### config.mk
export PLATFORM = sky130hd
export DESIGN_NAME = intercore_mailbox_flat
export DESIGN_NICKNAME = d
export VERILOG_FILES = /design/src/rtl/intercore_mailbox_if.sv /design/src/rtl/intercore_mailbox.sv /design/src/flat_wrapper.sv
export SDC_FILE = /design/constraint.sdc
export NUM_CORES = 1
export LEC_CHECK = 0
export CAP_MARGIN = 0
export CELL_PAD_IN_SITES_DETAIL_PLACEMENT = 1
export CELL_PAD_IN_SITES_GLOBAL_PLACEMENT = 2
export CORE_ASPECT_RATIO = 0.7
export CORE_MARGIN = 3
export CORE_UTILIZATION = 42
export CTS_BUF_LIST = sky130_fd_sc_hd__clkbuf_8
export CTS_CLUSTER_DIAMETER = 120
export DETAILED_ROUTE_END_ITERATION = 8
export PLACE_DENSITY_LB_ADDON = 0.12
export SYNTH_ARGS = -nofsm -noshare
export SYNTH_HDL_FRONTEND = slang
export SYNTH_SLANG_ARGS = --single-unit
### constraint.sdc
create_clock -name clk -period 5.2 [get_ports clk]
set_input_delay 0.52 -clock clk [delete_from_list [all_inputs] [get_ports clk]]
set_output_delay 0.52 -clock clk [all_outputs]
set_load 0.02 [all_outputs]
### src/rtl/intercore_mailbox_if.sv
// AXI-lite write port (sender core) and read port (receiver core) of the mailbox.
`timescale 1ns/1ps
interface intercore_mailbox_if;
  logic        s_awvalid;
  logic        s_awready;
  logic [31:0] s_awaddr;
  logic        s_wvalid;
  logic        s_wready;
  logic [31:0] s_wdata;
  logic        s_bvalid;
  logic        s_bready;
  logic [1:0]  s_bresp;
  logic        r_arvalid;
  logic        r_arready;
  logic [31:0] r_araddr;
  logic        r_rvalid;
  logic        r_rready;
  logic [31:0] r_rdata;
  logic [1:0]  r_rresp;

  modport master (
    output s_awvalid, s_awaddr, s_wvalid, s_wdata, s_bready,
    output r_arvalid, r_araddr, r_rready,
    input  s_awready, s_wready, s_bvalid, s_bresp,
    input  r_arready, r_rvalid, r_rdata, r_rresp
  );

  modport slave (
    input  s_awvalid, s_awaddr, s_wvalid, s_wdata, s_bready,
    input  r_arvalid, r_araddr, r_rready,
    output s_awready, s_wready, s_bvalid, s_bresp,
    output r_arready, r_rvalid, r_rdata, r_rresp
  );
endinterface

### src/rtl/intercore_mailbox.sv
// Inter-core mailbox: AXI-lite writes push a FIFO, reads pop it; write response 2 cycles
// after AW/W handshake, read data 1 cycle after AR; one outstanding transaction per side.
`timescale 1ns/1ps
module intercore_mailbox #(
  parameter  int DEPTH = 8,
  localparam int CW    = $clog2(DEPTH + 1)
) (
  input  logic                 clk,
  input  logic                 rst,
  intercore_mailbox_if.slave   bus,
  output logic                 msg_pending,
  output logic                 overflow
);
  localparam int PW = $clog2(DEPTH);

  logic          aw_held, w_held, bvalid, awready, wready;
  logic [1:0]    aw_sel, bresp;
  logic [31:0]   wdata_q;
  logic          rvalid, arready;
  logic [31:0]   rdata;
  logic [1:0]    rresp;
  logic [31:0]   mem [DEPTH];
  logic [PW-1:0] wptr, rptr;
  logic [CW-1:0] count;

  logic          aw_hs, w_hs, ar_hs, commit, full, empty, push_ok, pop_ok;
  logic [1:0]    ar_sel;
  logic          aw_held_n, w_held_n, bvalid_n, rvalid_n, overflow_n;
  logic [CW-1:0] count_n;
  logic [31:0]   status;

  wire unused_addr = &{1'b0, bus.s_awaddr[31:4], bus.s_awaddr[1:0],
                       bus.r_araddr[31:4], bus.r_araddr[1:0]};

  assign aw_hs   = bus.s_awvalid && awready;
  assign w_hs    = bus.s_wvalid && wready;
  assign ar_hs   = bus.r_arvalid && arready;
  assign ar_sel  = bus.r_araddr[3:2];
  assign commit  = aw_held && w_held;
  assign full    = (count == CW'(DEPTH));
  assign empty   = (count == '0);
  // Both decisions use the pre-edge count, so same-cycle push/pop never see each other.
  assign push_ok = commit && (aw_sel == 2'd0) && !full;
  assign pop_ok  = ar_hs && (ar_sel == 2'd0) && !empty;
  assign status  = {16'b0, 8'(count), 6'b0, full, empty};

  always_comb begin
    aw_held_n  = commit ? 1'b0 : (aw_held || aw_hs);
    w_held_n   = commit ? 1'b0 : (w_held || w_hs);
    bvalid_n   = commit ? 1'b1 : (bvalid && !bus.s_bready);
    rvalid_n   = ar_hs  ? 1'b1 : (rvalid && !bus.r_rready);
    count_n    = count;
    if (push_ok && !pop_ok)
      count_n = count + CW'(1);
    else if (pop_ok && !push_ok)
      count_n = count - CW'(1);
    overflow_n = overflow;
    if (commit && aw_sel == 2'd1 && wdata_q[0])
      overflow_n = 1'b0;
    if (commit && aw_sel == 2'd0 && full)
      overflow_n = 1'b1;
  end

  always_ff @(posedge clk) begin
    if (push_ok)
      mem[wptr] <= wdata_q;
  end

  always_ff @(posedge clk) begin
    if (rst) begin
      aw_held     <= 1'b0;
      w_held      <= 1'b0;
      bvalid      <= 1'b0;
      awready     <= 1'b0;
      wready      <= 1'b0;
      aw_sel      <= 2'd0;
      wdata_q     <= '0;
      bresp       <= 2'b00;
      rvalid      <= 1'b0;
      arready     <= 1'b0;
      rdata       <= '0;
      rresp       <= 2'b00;
      wptr        <= '0;
      rptr        <= '0;
      count       <= '0;
      msg_pending <= 1'b0;
      overflow    <= 1'b0;
    end else begin
      aw_held     <= aw_held_n;
      w_held      <= w_held_n;
      bvalid      <= bvalid_n;
      awready     <= !aw_held_n && !bvalid_n;
      wready      <= !w_held_n && !bvalid_n;
      rvalid      <= rvalid_n;
      arready     <= !rvalid_n;
      count       <= count_n;
      msg_pending <= (count_n != '0);
      overflow    <= overflow_n;
      if (aw_hs) aw_sel  <= bus.s_awaddr[3:2];
      if (w_hs)  wdata_q <= bus.s_wdata;
      if (push_ok) wptr <= wptr + PW'(1);
      if (pop_ok)  rptr <= rptr + PW'(1);
      if (commit)
        bresp <= (push_ok || aw_sel == 2'd1) ? 2'b00 : 2'b10;
      if (ar_hs) begin
        unique case (ar_sel)
          2'd0: begin
            rdata <= empty ? 32'h0 : mem[rptr];
            rresp <= empty ? 2'b10 : 2'b00;
          end
          2'd1: begin
            rdata <= status;
            rresp <= 2'b00;
          end
          default: begin
            rdata <= 32'h0;
            rresp <= 2'b10;
          end
        endcase
      end
    end
  end

  assign bus.s_awready = awready;
  assign bus.s_wready  = wready;
  assign bus.s_bvalid  = bvalid;
  assign bus.s_bresp   = bresp;
  assign bus.r_arready = arready;
  assign bus.r_rvalid  = rvalid;
  assign bus.r_rdata   = rdata;
  assign bus.r_rresp   = rresp;
endmodule

### src/flat_wrapper.sv
// flat-port wrapper written by rule: the top's interface ports become plain ports
module intercore_mailbox_flat 
#(
  parameter  int DEPTH = 8,
  localparam int CW    = $clog2(DEPTH + 1)
)
  (clk, rst, msg_pending, overflow, bus_s_awvalid, bus_s_awaddr, bus_s_wvalid, bus_s_wdata, bus_s_bready, bus_r_arvalid, bus_r_araddr, bus_r_rready, bus_s_awready, bus_s_wready, bus_s_bvalid, bus_s_bresp, bus_r_arready, bus_r_rvalid, bus_r_rdata, bus_r_rresp);
  intercore_mailbox_if bus_i ();
  input  logic clk;
  input  logic rst;
  output logic msg_pending;
  output logic overflow;
  input wire logic [$bits(bus_i.s_awvalid)-1:0] bus_s_awvalid;
  input wire logic [$bits(bus_i.s_awaddr)-1:0] bus_s_awaddr;
  input wire logic [$bits(bus_i.s_wvalid)-1:0] bus_s_wvalid;
  input wire logic [$bits(bus_i.s_wdata)-1:0] bus_s_wdata;
  input wire logic [$bits(bus_i.s_bready)-1:0] bus_s_bready;
  input wire logic [$bits(bus_i.r_arvalid)-1:0] bus_r_arvalid;
  input wire logic [$bits(bus_i.r_araddr)-1:0] bus_r_araddr;
  input wire logic [$bits(bus_i.r_rready)-1:0] bus_r_rready;
  output wire logic [$bits(bus_i.s_awready)-1:0] bus_s_awready;
  output wire logic [$bits(bus_i.s_wready)-1:0] bus_s_wready;
  output wire logic [$bits(bus_i.s_bvalid)-1:0] bus_s_bvalid;
  output wire logic [$bits(bus_i.s_bresp)-1:0] bus_s_bresp;
  output wire logic [$bits(bus_i.r_arready)-1:0] bus_r_arready;
  output wire logic [$bits(bus_i.r_rvalid)-1:0] bus_r_rvalid;
  output wire logic [$bits(bus_i.r_rdata)-1:0] bus_r_rdata;
  output wire logic [$bits(bus_i.r_rresp)-1:0] bus_r_rresp;
  assign bus_i.s_awvalid = bus_s_awvalid;
  assign bus_i.s_awaddr = bus_s_awaddr;
  assign bus_i.s_wvalid = bus_s_wvalid;
  assign bus_i.s_wdata = bus_s_wdata;
  assign bus_i.s_bready = bus_s_bready;
  assign bus_i.r_arvalid = bus_r_arvalid;
  assign bus_i.r_araddr = bus_r_araddr;
  assign bus_i.r_rready = bus_r_rready;
  assign bus_s_awready = bus_i.s_awready;
  assign bus_s_wready = bus_i.s_wready;
  assign bus_s_bvalid = bus_i.s_bvalid;
  assign bus_s_bresp = bus_i.s_bresp;
  assign bus_r_arready = bus_i.r_arready;
  assign bus_r_rvalid = bus_i.r_rvalid;
  assign bus_r_rdata = bus_i.r_rdata;
  assign bus_r_rresp = bus_i.r_rresp;
  intercore_mailbox #(.DEPTH(DEPTH)) u_core (.clk(clk), .rst(rst), .bus(bus_i), .msg_pending(msg_pending), .overflow(overflow));
endmodule
* After elaboration in Yosys (flattened, before gate mapping)
Memory sizes are Yosys's and may differ from the RTL's. A register that Yosys moved wholly into a read port is not among the register bits.
Index checks and enable logic that the tools add are counted.
** Cells by class
- Eq/ne operators :: 3
- $add $sub $neg :: 4
- Reductions and logical operators :: 35
- Muxes and demuxes :: 17
** Operator list (number)
- $pmux 32 s2 :: 1
- $mux 32 :: 1
- $logic_and 1x1->1 :: 17
- $logic_not 1->1 :: 10
- $mux 1 :: 8
- $mux 4 :: 2
- $add 3x1->3 const B :: 2
- $mux 3 :: 2
- $add 4x1->4 const B :: 1
- $eq 2x1->1 const B :: 2
- $eq 4x4->1 const B :: 1
- $logic_not 2->1 :: 2
- $logic_not 4->1 :: 1
- $mux 2 :: 2
- $pmux 2 s2 :: 1
- $reduce_bool 4->1 :: 1
- $sub 4x1->4 const B :: 1
- $logic_or 1x1->1 :: 3
- $reduce_bool 2->1 :: 1
** Word-level totals
- Bits in registers :: 89
- RAM bits :: 256
- Memories :: 1
- Input bits :: 103
** Memories
- u_core.mem :: depth 8, width 32, rd ports 1, clocked after memory_dff 1, write ports 1, line intercore_mailbox.sv:22 : logic [31:0] mem [DEPTH];

* Depth between registers and ports, before layout
- Depth in word-level cells :: 8
- Mapped depth :: 9
- Depth with buffers taken out :: 8

* Worst setup path before layout
OpenSTA, ideal clock, no wires.
- Kind :: reg2reg
- Start point :: register u_core.count[0]
- End point :: memory u_core.mem[0][0] (enable)
- Data required time :: 4739 ps
- Arrival time :: 3788 ps
- Buffers on the path :: 0
- Period minus slack after synthesis :: 4250 ps
- Library setup time :: 461 ps
- Stages on the path, launching flop included :: 7
- Path slack :: 950 ps
- Cells stage by stage :: dfxtp_1 -> inv_1 -> ha_1 -> and3b_4 -> nor4_4 -> or2b_1 -> nor3_1
** On the way
- Word-level cells in the longest chain between the ends :: 5
** Ends and longest elaborated chain
- from (decl) :: line intercore_mailbox.sv:24 : logic [CW-1:0] count;
- from (signal assigned) :: line intercore_mailbox.sv:96 : count <= count_n;
- $eq 4x4->1 :: line intercore_mailbox.sv:40 : assign full = (count == CW'(DEPTH));
- $logic_not 1->1 :: line intercore_mailbox.sv:43 : assign push_ok = commit && (aw_sel == 2'd0) && !full;
- $logic_and 1x1->1 :: line intercore_mailbox.sv:43
- $mux 1 :: line intercore_mailbox.sv:65 : if (push_ok)
- $mux 1 (implied by the code) :: line intercore_mailbox.sv:66 : mem[wptr] <= wdata_q;
- to (decl) :: line intercore_mailbox.sv:22
No other way between the ends.

* Worst setup path in the final report
- Start point :: register u_core.count[0]
- End point :: memory u_core.mem[6][9] (enable)
The elaborated chain is that of the path after synthesis.

==> qor.yml <==
status: "finished, final reports clean"
pwr-share-seq: 0.569
drc: 0
pwr-share-clk: 0.386
ys_ff_latch: 346
crit_fanout: 24
area_delta_synth_final_pct: 17.9
grt_max_degree: 89
io_pins: 146
die_area_um2: 32800
p_per_area_nw_per_um2: 352
seq_area_um2: 9500
drt_iter0_markers: 437
path_class: "register to register"
peakVddDrop_mv: 0.206
grt_pass1_vias: 7721
num-fill-cells: 2856
wl_um: 29500
fin_util: 0.514
htreeDepth: 2
p_leak_nw: 4.89
die_x_um: 215
layout_common_cells: "256 x edfxtp_1, 87 x dfxtp_1, 82 x clkdlybuf4s50_1"
cts_buffers: 53
fp.coreArea_um2: 29500
detail_route.first_pass.iterations: 4
finalCriticalPeriod_ns: 3.31
initial_core_util: 0.436
worst_setup_path_end_kind: "register"
hpwlAfterDp_um: 16500
rrSetupSlack_ns: 1.89
maxCapViolations: 0
skew_ns: 0.0186
p_comb_frac: 0.045
postRouteAntennaNets: 0
synth.distinct_cells: 39
via_per_inst: 5.25
fin_tns_setup_ns: 0
post-route-period-util: 0.636
p_switching_mw: 1.21
final_common_cell: "edfxtp_1"
yosys.area.top_type_share: 0.597
worstMarginPinSlew_ns: 1.17
port_buffers: 83
postSynthCellCount: 784
hold_viol: 0
holdWs_ns: 0.492
routedWlPerCell_um: 21.9
ys_top_cells_by_area: "edfxtp_1 60%, dfxtp_1 14%, mux4_2 11%"
place_congestion: 0.690
cts_tree: "yes"
final_layout_size_suffix_gt1_frac: 0.172
rsz0062_at_grt: "false"
netlist_area_um2: 12900
nets: 1002
antenna_found_initial: 0
yosys_warnings: 0
num_vias: 7046
p_int_mw: 4.14
startpoint_type: "register"
met3_usage: 0.0329
cts.sinks: 346
diodes: 0
cts_post_setup_buffers_inserted: 0
holdBufCountCts: 0
rows: 52
synth_top_cell_by_area: "edfxtp_1"
cts_resized: 0
grt_use_met1: 0.254
ys_seq_area_frac: 0.737
grt-busiest-layer: "met2"
fmax_ghz: 0.302
cts_buffer_depth: 3
min_path_type: "input pin to register"
dp_slack_ns: 1.86
grt_use_met2: 0.296
swShare: 0.226
fin_ws_ns: 1.89
path_clk_slew_ns: 0.08
die_y_um: 153
grt_first_pass_wirelength_um: 45500
cp.required_ns: 5.48
syn_area_per_cell_um2: 16.4
insertion_delay_ns: 0.59
setup_viol: 0
grt_usage: 0.181
grt.overflow.total: 0
maxSlewViolCount: 0
maxSlewHeadroom: 0.220
multi_input_area_um2: 3260
crit_arrival_ns: 3.59
cts_root_buffer: "clkbuf_8"
-- power groups by stage --
stage / Clock, mW / Sequential [mW] / Combinational (mW)
after floorplan: 0 / 3.10 / 0.127
after global placement: 0 / 3.09 / 0.230
after detailed placement: 0 / 3.10 / 0.238
after CTS: 2.13 / 3.04 / 0.240
after global routing: 2.25 / 3.05 / 0.259
final: 2.06 / 3.04 / 0.239
-- metal layers --
layer  wire [um]  vias to the layer above  part of all wire
met5           0                        -                 0
met4         404                        0             0.014
met3        1150                       36             0.039
met2       14200                      144              0.48
met1       13700                     3664              0.47
li1            -                     3202                 -
-- worst max-delay path, stage by stage (launching register included) --
cell     delay (ns)
dfxtp_1        0.42
inv_1          0.15
ha_1           0.25
and3b_4        0.21
nor4_4         0.20
buf_4          0.23
or2b_1         0.39
nor2_4         0.78
buf_4          0.34
-- flip-flops by register name (all words and copies together) (netlist names), 2 cells and up, named ones only --
register and cells:
u_core.aw_sel 2, u_core.bus.r_rdata 32, u_core.count 4, u_core.mem 256, u_core.rptr 3, u_core.wdata_q 32
u_core.wptr 3
-- path summary, 6_finish.rpt --
check                                       startpoint                      to  depth (start not counted)
worst min-delay path                   bus_s_wdata[20]      u_core.wdata_q[20]                          3
worst max-delay path                   u_core.count[0]        u_core.mem[6][9]                          8
worst min register to register  u_core.bus.r_rdata[23]  u_core.bus.r_rdata[23]                          2
worst max register to register         u_core.count[0]        u_core.mem[6][9]                          8
-- cell type report --
class                   count  share of cell area
clock buffers              59              0.0535
clock inverters            40              0.0105
inverters                   3            0.000742
multi-input cells         392               0.215
flip-flops and latches    346               0.625
well taps                 405              0.0334
repair buffers             98              0.0620
-- through the flow --
step                      power, mW  cell area (um2)  cells
after floorplan                3.22            12900    785
after global placement         3.32            14200   1244
after detailed placement       3.34            14200   1244
after CTS                      5.42            15200   1343
after global routing           5.56            15200   1343
final                          5.35            15200   1343
-- cells in the mapped netlist, drive strengths merged --
library cell / instances
xor2: 5
nand2: 76
o221ai: 3
mux4: 64
mux2i: 34
nor2b: 3
nor4: 2
clkbuf: 26
nand2b: 4
a2bb2oi: 1
a21oi: 69
edfxtp: 256
nor2: 84
or4: 1
buf: 18
or3b: 1
ha: 5
a311oi: 1
and3b: 1
o311ai: 1
or2b: 1
nand4: 1
conb: 1
nor3: 6
or3: 1
a211oi: 3
o21ai: 11
inv: 3
a31oi: 1
a2111oi: 1
a22oi: 1
mux2: 1
and2: 3
nand3: 5
dfxtp: 90
-- cell families (layout without fill, tap and decap cells) --
family	Yosys count	count (layout)	share of synthesized area
flops	346	346	0.737
simple gates	189	189	0.0619
mux	99	99	0.139
compound gates	92	92	0.0387
buf+inv	47	200	0.0152
fa+ha+maj	5	5	0.00486
xor+xnor	5	5	0.00340
other cells	1	2	0.000291
(Power assumes the default switching activity.)
